File: src/rtl/alu_arbiter.sv
// alu_arbiter: shares one combinational ALU between two requesters, 2-cycle latency, 1 op/cycle
module alu_arbiter #(
    parameter int         ARB_MODE     = 0,
    parameter int         STARVE_LIMIT = 4,
    parameter logic [3:0] OP_ADD       = 4'h0,
    parameter logic [3:0] OP_SUB       = 4'h1,
    parameter logic [3:0] OP_SL        = 4'h5,
    parameter logic [3:0] OP_CMP       = 4'h7
) (
    input  logic        clk,
    input  logic        reset,
    input  logic        flush,
    input  logic        p0_valid,
    output logic        p0_ready,
    input  logic [3:0]  p0_op,
    input  logic [15:0] p0_a,
    input  logic [15:0] p0_b,
    input  logic        p0_flags_we,
    input  logic        p1_valid,
    output logic        p1_ready,
    input  logic [3:0]  p1_op,
    input  logic [15:0] p1_a,
    input  logic [15:0] p1_b,
    input  logic        p1_flags_we,
    output logic [3:0]  alux,
    output logic [15:0] arga,
    output logic [15:0] argb,
    input  logic [15:0] alu_result,
    input  logic        alu_sign,
    input  logic        alu_carry,
    input  logic        alu_zero,
    input  logic        alu_parity,
    output logic        rsp_valid,
    output logic        rsp_port,
    output logic [15:0] rsp_result,
    output logic        rsp_wb,
    output logic [3:0]  flags,
    output logic        busy
);
    logic       both, pick1, rr_pref, stage_we, stage_port, take, carry_def;
    logic [3:0] starve;
    // pick1 decides only contended cycles: RR turn or forced starvation grant
    assign both      = p0_valid && p1_valid;
    assign pick1     = (ARB_MODE == 0) ? rr_pref : (starve == 4'(STARVE_LIMIT));
    assign p0_ready  = !reset && !flush && p0_valid && !(p1_valid && pick1);
    assign p1_ready  = !reset && !flush && p1_valid && !(p0_valid && !pick1);
    assign take      = busy && !flush;
    assign carry_def = (alux == OP_ADD) || (alux == OP_SUB) || (alux == OP_SL);
    // Arbitration state, stage register (which directly drives the ALU), and response/flag capture
    always_ff @(posedge clk) begin
        if (reset) begin
            rr_pref    <= 1'b0;
            starve     <= 4'd0;
            alux       <= 4'd0;
            arga       <= 16'd0;
            argb       <= 16'd0;
            stage_we   <= 1'b0;
            stage_port <= 1'b0;
            busy       <= 1'b0;
            rsp_valid  <= 1'b0;
            rsp_port   <= 1'b0;
            rsp_result <= 16'd0;
            rsp_wb     <= 1'b0;
            flags      <= 4'd0;
        end else begin
            if (both && (p0_ready || p1_ready))
                rr_pref <= p0_ready;
            starve <= p1_ready ? 4'd0 :
                      (both && p0_ready && starve != 4'(STARVE_LIMIT)) ? starve + 4'd1 : starve;
            if (p0_ready || p1_ready)
                {alux, arga, argb, stage_we, stage_port} <= p1_ready ?
                    {p1_op, p1_a, p1_b, p1_flags_we, 1'b1} : {p0_op, p0_a, p0_b, p0_flags_we, 1'b0};
            busy      <= p0_ready || p1_ready;
            rsp_valid <= take;
            if (take) begin
                rsp_port   <= stage_port;
                rsp_result <= alu_result;
                rsp_wb     <= alux != OP_CMP;
                if (stage_we)
                    flags <= {alu_sign, carry_def ? alu_carry : flags[2], alu_zero, alu_parity};
            end
        end
    end
endmodule
File: config.mk
export PLATFORM = sky130hd
export DESIGN_NAME = alu_arbiter
export DESIGN_NICKNAME = d
export VERILOG_FILES = /design/src/rtl/alu_arbiter.sv
export SDC_FILE = /design/constraint.sdc
export NUM_CORES = 1
export LEC_CHECK = 0
export ABC_AREA = 1
export BUFFER_PORTS_ARGS = -buffer_cell sky130_fd_sc_hd__buf_2
export CORE_ASPECT_RATIO = 1.5
export CORE_MARGIN = 2
export CORE_UTILIZATION = 30
export DETAILED_ROUTE_END_ITERATION = 12
export GPL_TIMING_DRIVEN = 0
export PLACE_DENSITY = 0.57
export SETUP_SLACK_MARGIN = 0.5
export SLEW_MARGIN = 20
export SYNTH_ARGS = -nofsm -noshare
export SYNTH_HDL_FRONTEND = slang
export SYNTH_SLANG_ARGS = --single-unit
File: constraint.sdc
create_clock -name clk -period 2.03 [get_ports clk]
set_input_delay 0 -clock clk [delete_from_list [all_inputs] [get_ports clk]]
set_output_delay 0 -clock clk [all_outputs]
set_load 0.02 [all_outputs]
; After elaboration in Yosys (flattened, before gate mapping)
; Cells that the tools add are included.
[word_totals]
ramBits = 0
wordCells = 38
latchBits = 0
in_bits = 99
rom_bits = 0
register_bits = 63
n_memories = 0
[classes]
n_eq_ne = 3
magnitude_cmp = 0
bitwise_logic = 0
shift = 0
multipliers = 0
n_mux = 1
div_mod_pow = 0
addsub = 0
reduce_logical = 21
[ops]
columns = operator, count
row1 = 38-bit 2-to-1 mux, 1
row2 = 1-bit logical AND, 10
row3 = 1-bit zero test, 5
row4 = "4-bit by 1-bit == test with 1-bit output, second input constant", 1
row5 = "4-bit by 3-bit == test with 1-bit output, second input constant", 1
row6 = 4-bit zero test, 1
row7 = "4-bit by 3-bit inequality test with 1-bit output, second input constant", 1
row8 = 1-bit logical OR, 3
row9 = 3-bit AND reduction, 1
row10 = 2-bit AND reduction, 1

; Logic depth before layout (Yosys ltp)
; Gate-level depths: netlist (run 1).
[logic_depth]
ltp_word = 6
mapped_depth = 8
ltp_nobuf = 7

; Worst setup path before layout (run 1)
; Ideal clock, no wire load.
[synth_timing]
kind = register -> register
start = register busy
end = register flags[2]
setup_ns = 0.113
stages_incl_launch_ff = 8
t_required_ns = 1.917
t_arrival_ns = 1.055
path_buffers = 0
path_slack_ns = 0.862
period_less_slack_ns = 1.168
path_cell_list = dfxtp_1 > inv_1 > nor2_2 > nand2_1 > nor2_1 > nand2_1 > nand2_1 > nor2_1
[synth_via]
elab_chain_cells = 2
[synth_rtl]
columns = item, line
row1 = start: declaration, 38  ; output logic busy
row2 = start signal: assignment, 73  ; busy <= p0_ready || p1_ready;
row3 = 1-bit logical AND, 47  ; assign take = busy && !flush;
row4 = 3-bit AND reduction (no line), n/a
row5 = end signal: assignment, 80  ; flags <= {alu_sign, carry_def ? alu_carry : flags[2], alu_zero, alu_parity};
row6 = end: declaration, 37  ; output logic [3:0] flags,
; No other way between the ends.
; A chain may end at the register's enable or synchronous reset.

; Worst setup path in the final report (run 1)
[layout_timing]
start = register rr_pref (netlist: pick1)
end = output port p1_ready
[layout_via]
elab_chain_cells = 4
[layout_rtl]
columns = item, line
row1 = start: declaration, 40  ; logic both, pick1, rr_pref, stage_we, stage_port, take, carry_def;
row2 = start signal: assignment, 67  ; rr_pref <= p0_ready;
row3 = 1-bit zero test, 46  ; assign p1_ready = !reset && !flush && p1_valid && !(p0_valid && !pick1);
row4 = 1-bit logical AND, 46
row5 = 1-bit zero test, 46
row6 = 1-bit logical AND, 46
row7 = end: declaration, 20  ; output logic p1_ready,
; No other way between the ends.

==> results of run 1 <==
==> cell usage after synthesis <==
master / count
nand4_1: 37
o21ai_2: 1
o21ai_0: 20
nand3_1: 75
dfxtp_1: 63
buf_6: 4
buf_2: 13
nor2_8: 1
nor3_1: 1
nor2_2: 1
clkinv_1: 1
inv_1: 79
nand2_1: 84
a21oi_1: 10
nor2_1: 39
buf_4: 5
nand3_2: 1
clkbuf_1: 11
inv_2: 2
==> per-stage QoR <==
step	cells	power, mW	hold slack, ns	setup slack, ns	cell area (um^2)
2_1_floorplan	448	1.69	0.131	0.862	3030
3_3_place_gp	722	1.93	0.225	0.708	3970
3_5_place_dp	722	1.94	0.232	0.683	3970
4_1_cts	800	3.73	0.00129	0.520	4920
5_1_grt	800	3.87	0.0225	0.485	4930
6_report	800	3.68	0.00732	0.585	4930
==> registers in the layout (all words and copies together), names as in the netlist <==
name / cells
argb: 16
rsp_valid: 1
alux: 4
pick1: 1
rsp_wb: 1
stage_we: 1
busy: 1
stage_port: 1
arga: 16
rsp_result: 16
rsp_port: 1
flags: 4
==> cells by family (layout without fill, tap and decap cells) <==
| logic type | count (synthesis) | count (layout) | synth area share (%) |
|---|---|---|---|
| compound gates | 31 | 31 | 5.25 |
| buf+inv | 115 | 352 | 16.4 |
| flops | 63 | 63 | 41.7 |
| simple gates | 239 | 239 | 36.7 |
==> how the worst max path moves through the flow <==
| stage | startpoint | to | slack (ns) | cells after the start |
|---|---|---|---|---|
| final | pick1 | p1_ready | 0.59 | 7 |
| after CTS | busy | flags[3] | 0.52 | 6 |
| after global placement | pick1 | arga[13] | 0.71 | 7 |
| after floorplan | busy | flags[2] | 0.86 | 7 |
| after global routing | busy | flags[3] | 0.48 | 6 |
| after detailed placement | pick1 | arga[13] | 0.68 | 7 |
==> power by group through the flow <==
stage	clock [mW]	sequential [mW]	combinational (mW)
final	1.68	1.36	0.648
after global routing	1.79	1.37	0.716
after CTS	1.72	1.36	0.649
after detailed placement	0	1.38	0.556
after global placement	0	1.38	0.550
after floorplan	0	1.47	0.224
==> routing by layer <==
layer	up-vias	routed length, um	part of all wire [%]	GRT usage [%]
met5	-	0	0	0
met1	1629	4410	42	22.2
li1	1887	-	-	-
met3	15	490	4.6	3.10
met2	110	5470	52	34.6
met4	0	212	2.0	9.34
==> repair_timing <==
action,CTS,global route
hold buffers,62,0
setup endpoints to repair,0,3
gates resized for setup,0,5
endpoints found under the hold margin,58,0
==> cell type report <==
| class | count | area, um^2 | share of cell area, % |
|---|---|---|---|
| plain buffers | 33 | 194 | 3.93 |
| clock buffers | 11 | 253 | 5.12 |
| clock inverters | 5 | 80.1 | 1.62 |
| inverters | 82 | 308 | 6.24 |
| multi-input cells | 270 | 1280 | 25.9 |
| flip-flops and latches | 63 | 1260 | 25.6 |
| well taps | 115 | 144 | 2.92 |
| repair buffers | 221 | 1420 | 28.7 |
==> critical path, cell delays in order (launching register included) <==
cell     delay [ns]
dfxtp_1        0.33
inv_1          0.07
nand2_1        0.09
nand3_2        0.09
buf_4          0.18
buf_6          0.15
inv_1          0.05
buf_2          0.15
==> cell usage in the layout (no fill, tap or decap), drive strengths merged <==
master,instances
nand2,84
o21ai,21
nor3,1
clkinvlp,2
dfxtp,63
nor2,41
nand4,37
nand3,76
bufinv,2
a21oi,10
clkbuf,23
clkinv,2
buf,180
dlygate4sd3,62
inv,81
==> impl_metrics.ini, run 1 <==
[power]
internal_power_mw = 2.74
p_per_area_nw_per_um2 = 747
swShare_pct = 25.6
clock_power_share_pct = 45.5
pwr-share-comb_pct = 17.6
ir_worst_vdd_mv = 0.407
leakage_nw = 2.79
p_switching_uw = 942
power_frac_seq_pct = 36.9

[critical_path]
end_kind = output pin
regToRegEndpoint = flags[3]
crit_fanout = 10
critPathKind = flip-flop to output pin
cp.arrival_ns = 1.44
r2r_cells = 6
critPathLaunchType = flip-flop
r2r-start = busy
required_ns = 2.03
ff2ff_setup_slack_ns = 0.61

[yosys]
synth_seq_cells = 63
yosys_warnings = 0
synth.top_cell.area_share_pct = 41.7
yosys.area.top_type = dfxtp_1
netlist_area_um2 = 3030
syn_avg_cell_area_um2 = 6.76
synth_area_leaders = dfxtp_1 42%, nand3_1 12%, nand2_1 10%, inv_1 9.8%, nand4_1 7.6%
synth_nets = 547
synth_cell_types = 19
yosysSeqAreaShare_pct = 41.7
netlist_instances = 448

[min_path]
hold_path_class = input port to flip-flop
hold_end = alux[0]
worstHoldStart = p0_op[0]
min_delay_path_depth = 5

[global_routing]
grt_max_degree = 12
antenna_found_initial = 0
grt_pass1_wl_um = 16700
grt_use_total_pct = 19.4
grt_pass1_vias = 3593
overflow = 0

[clock_network]
post_cts.repair.setup_buffers = 0
cts_sinks = 63
clock_tree.buffer_depth = 2
htreeDepth = 3
cts_root_buffer = clkbuf_16
cts_tree = built
numCtsBuffers = 9
clk_latency_ns = 0.32
cts.clk_slew.worst_paths_ns = 0.05

[timing]
setup_viol = 0
post-route-period-util_pct = 71.2
skew_ns = 0.00264
rsz0062_at_grt = true
max_freq_mhz = 692
worstMarginPinSlew_ns = 0.516
slew_viol_final = 0
hold_violations = 0
timing.final.crit_period_ns = 1.44
slew_headroom_pct = 65.6
fin_tns_setup_ns = 0

[routing]
vias = 3641
avgViaCountPerCell = 4.55
drt-initial-drc-count = 145
drc = 0
ant_nets = 0
wl_per_cell_um = 13.2
routed_wl_um = 10600
dr.pass1.iters = 4

[floorplan]
row_count = 44
core_area_um2 = 9740
die_area_um2 = 10900
dieWidth_um = 86.0
start_util_pct = 31.1
ioPinCount = 161
die-height_um = 127

[place]
dp_hpwl_um = 7380
place.gp.congestion = 0.812
port_buffers = 159

[final_layout]
fillers = 967
antenna_cells = 0
drive_above_1_share_pct = 29.8
finalCoreUtilization_pct = 50.6
syn_to_final_growth_pct = 63.0
layout.nets = 779

[run]
timing.max_cap.violations = 0

[outcome]
status = finished clean
Note: power is estimated with default switching activity, not from simulation.
==> run 2: changes to the inputs <==
--- a/config.mk
+++ b/config.mk
@@ -5,14 +5,14 @@
 export SDC_FILE = /design/constraint.sdc
 export NUM_CORES = 1
 export LEC_CHECK = 0
-export ABC_AREA = 1
+export ABC_AREA = 0
 export BUFFER_PORTS_ARGS = -buffer_cell sky130_fd_sc_hd__buf_2
 export CORE_ASPECT_RATIO = 1.5
 export CORE_MARGIN = 2
 export CORE_UTILIZATION = 30
 export DETAILED_ROUTE_END_ITERATION = 12
 export GPL_TIMING_DRIVEN = 0
-export PLACE_DENSITY = 0.57
+export PLACE_DENSITY = 0.58
 export SETUP_SLACK_MARGIN = 0.5
 export SLEW_MARGIN = 20
 export SYNTH_ARGS = -nofsm -noshare
==> constraint.sdc (replaced) <==
create_clock -name clk -period 1.4 [get_ports clk]
set_input_delay 0 -clock clk [delete_from_list [all_inputs] [get_ports clk]]
set_output_delay 0 -clock clk [all_outputs]
set_load 0.02 [all_outputs]
==> impl_metrics.ini, run 2 <==
[clock_network]
cts_root_buffer = clkbuf_16
clk_latency_ns = 0.32
numCtsBuffers = 9
clock_tree.buffer_depth = 2
cts.clk_slew.worst_paths_ns = 0.05
cts_sinks = 63
cts_tree = built
htreeDepth = 3

[yosys]
netlist_area_um2 = 2970
yosys_warnings = 0
synth_common_cells = 63 x dfxtp_1, 57 x a21oi_1, 40 x nand3_1, 39 x nand2_1, 38 x o21ai_0
synth_xor_area_share_pct = 0.295
synth_mux_area_share_pct = 0.337
synth_most_common_cell = dfxtp_1
synth-compound-area-share_pct = 25.3
syn_avg_cell_area_um2 = 7.94
synth_edf_count = 0
synth_cell_types = 32
netlist_instances = 374
synth_fa_ha_area_share_pct = 0
synth_top_family_by_area = compound AO/OA/AOI/OAI gates
synthArstFlopShare_pct = 0
synthSimpleGateAreaFrac_pct = 23.6
ys.flop_type = dfxtp_1
yosysSeqAreaShare_pct = 42.5
synth_area_leaders = dfxtp_1 42%, a21oi_1 9.6%, a31oi_1 7.2%, nor2b_1 7.2%, nand3_1 6.7%
synth_seq_cells = 63
synth.top_cell.area_share_pct = 42.5
yosys.area.top_type = dfxtp_1
synth_nets = 473

[floorplan]
die-height_um = 126
die_area_um2 = 10700
dieWidth_um = 85.2
core_area_um2 = 9630
row_count = 44
start_util_pct = 30.8
ioPinCount = 161

[timing]
fin_tns_setup_ns = 0
holdWs_ns = 0.0581
hold_violations = 0
post-route-period-util_pct = 82.4
max_freq_mhz = 867
rsz0062_at_grt = true
slew_headroom_pct = 55.6
slew_viol_final = 0
timing.final.crit_period_ns = 1.15
setup_viol = 0
skew_ns = 0.00393
worstMarginPinSlew_ns = 0.666

[min_path]
hold_path_class = input port to flip-flop

[critical_path]
crit_family = flip-flops
end_kind = output pin
required_ns = 1.40
crit_chain = buf_4 > nand2_2 > and3_4 > buf_6
max_stage_delay_ns = 0.35
critPathKind = flip-flop to output pin
critPathLaunchType = flip-flop
cpMaxStageDelayCell = dfxtp_4
cp.arrival_ns = 1.15
crit_buf_inv = 2
crit_fanout = 3

[place]
dp_hpwl_um = 7310
place.gp.congestion = 0.745
place_area_um2 = 4040
port_buffers = 158

[routing]
dr.pass1.iters = 4
ant_nets = 0
vias = 3952
wl_per_cell_um = 16.6
drc = 0
drt-initial-drc-count = 170
routed_wl_um = 12800
avgViaCountPerCell = 5.11

[final_layout]
finalCoreUtilization_pct = 61.7
final_area_um2 = 5940
multi_input_area_um2 = 1890
final_common_cell = buf_2
antenna_cells = 0
seqCellArea_um2 = 1280
top_regs = arga x16, argb x16, rsp_result x16
drive_above_1_share_pct = 47.6
mostFrequentLayoutCells = 163 x buf_2, 94 x dlygate4sd3_1, 56 x dfxtp_1, 38 x a21oi_1, 34 x a31oi_1
syn_to_final_growth_pct = 100
fillers = 797
layout.nets = 752

[power]
p_per_area_nw_per_um2 = 924
power_mw = 5.49
leakage_nw = 2.62
ir_worst_vdd_mv = 0.676

[run]
timing.max_cap.violations = 0

[global_routing]
grt_pass1_vias = 4002
grt_max_degree = 11
overflow = 0
grt_pass1_wl_um = 19300
antenna_found_initial = 0
grt_use_total_pct = 22.1

[outcome]
status = finished clean
==> run 2: changes by cell type after synthesis, sizes merged, moves of 35 or more <==
cell and change:
nand4 -37, nor2b +35, nand3 -36, nor2 -36, a21oi +47, nand2 -45, inv -79
==> run 2: logic make-up after synthesis <==
group | count (synthesis)
AO/OA/AOI/OAI | 134
AND/OR/NAND/NOR | 133
buffers and inverters | 42
flip-flops | 63
multiplexers | 1
XOR/XNOR | 1
==> run 2: layer usage <==
layer / wire length [um] / track usage [%]
met2: 6810 / 40.1
met4: 386 / 9.90
met1: 4880 / 23.9
met3: 724 / 5.31
met5: 0 / 0
==> run 2: final timing paths <==
| path | start | endpoint | slack (ns) | cells after the start |
|---|---|---|---|---|
| max | pick1 | p0_ready | 0.25 | 4 |
| min | reset | alux[3] | 0.06 | 4 |
| max reg2reg | pick1 | alux[2] | 0.26 | 5 |
| min reg2reg | rsp_result[11] | rsp_result[11] | 0.45 | 2 |
==> run 2: cell type report <==
| type | instances | area share (%) |
|---|---|---|
| sequential | 63 | 21.6 |
| clock buffer | 12 | 4.31 |
| clock inverter | 4 | 0.337 |
| inverter | 2 | 0.126 |
| buffer | 40 | 5.51 |
| timing repair buffer | 268 | 33.9 |
| multi-input combinational | 269 | 31.8 |
| tap | 115 | 2.42 |
==> run 2: timing repair <==
action	CTS	global route
hold buffers	94	0
hold endpoints to repair	57	0
resized for setup	56	68
setup buffers	5	3
endpoints found under the setup margin	64	68
cloned	4	4
pin swaps	28	46
==> run 2: metrics by stage <==
| stage | setup slack, ns | std cells |
|---|---|---|
| finish | 0.246 | 773 |
| global route | 0.193 | 773 |
| CTS | 0.250 | 766 |
| detailed placement | 0.268 | 647 |
| global placement | 0.292 | 647 |
| floorplan | 0.417 | 374 |
==> run 2: worst reg2reg max path, delay by kind of cell (launching register included) <==
kind / cells / cell delay, ns
buf+inv: 2 / 0.32
compound gates: 1 / 0.17
flops: 1 / 0.36
simple gates: 2 / 0.20
==> run 2: power breakdown <==
group          internal [mW]  total [mW]  switching [mW]
clock                   1.28        2.07           0.788
combinational          0.708        1.41           0.706
sequential              1.92        2.01          0.0829
total                   3.91        5.49            1.58
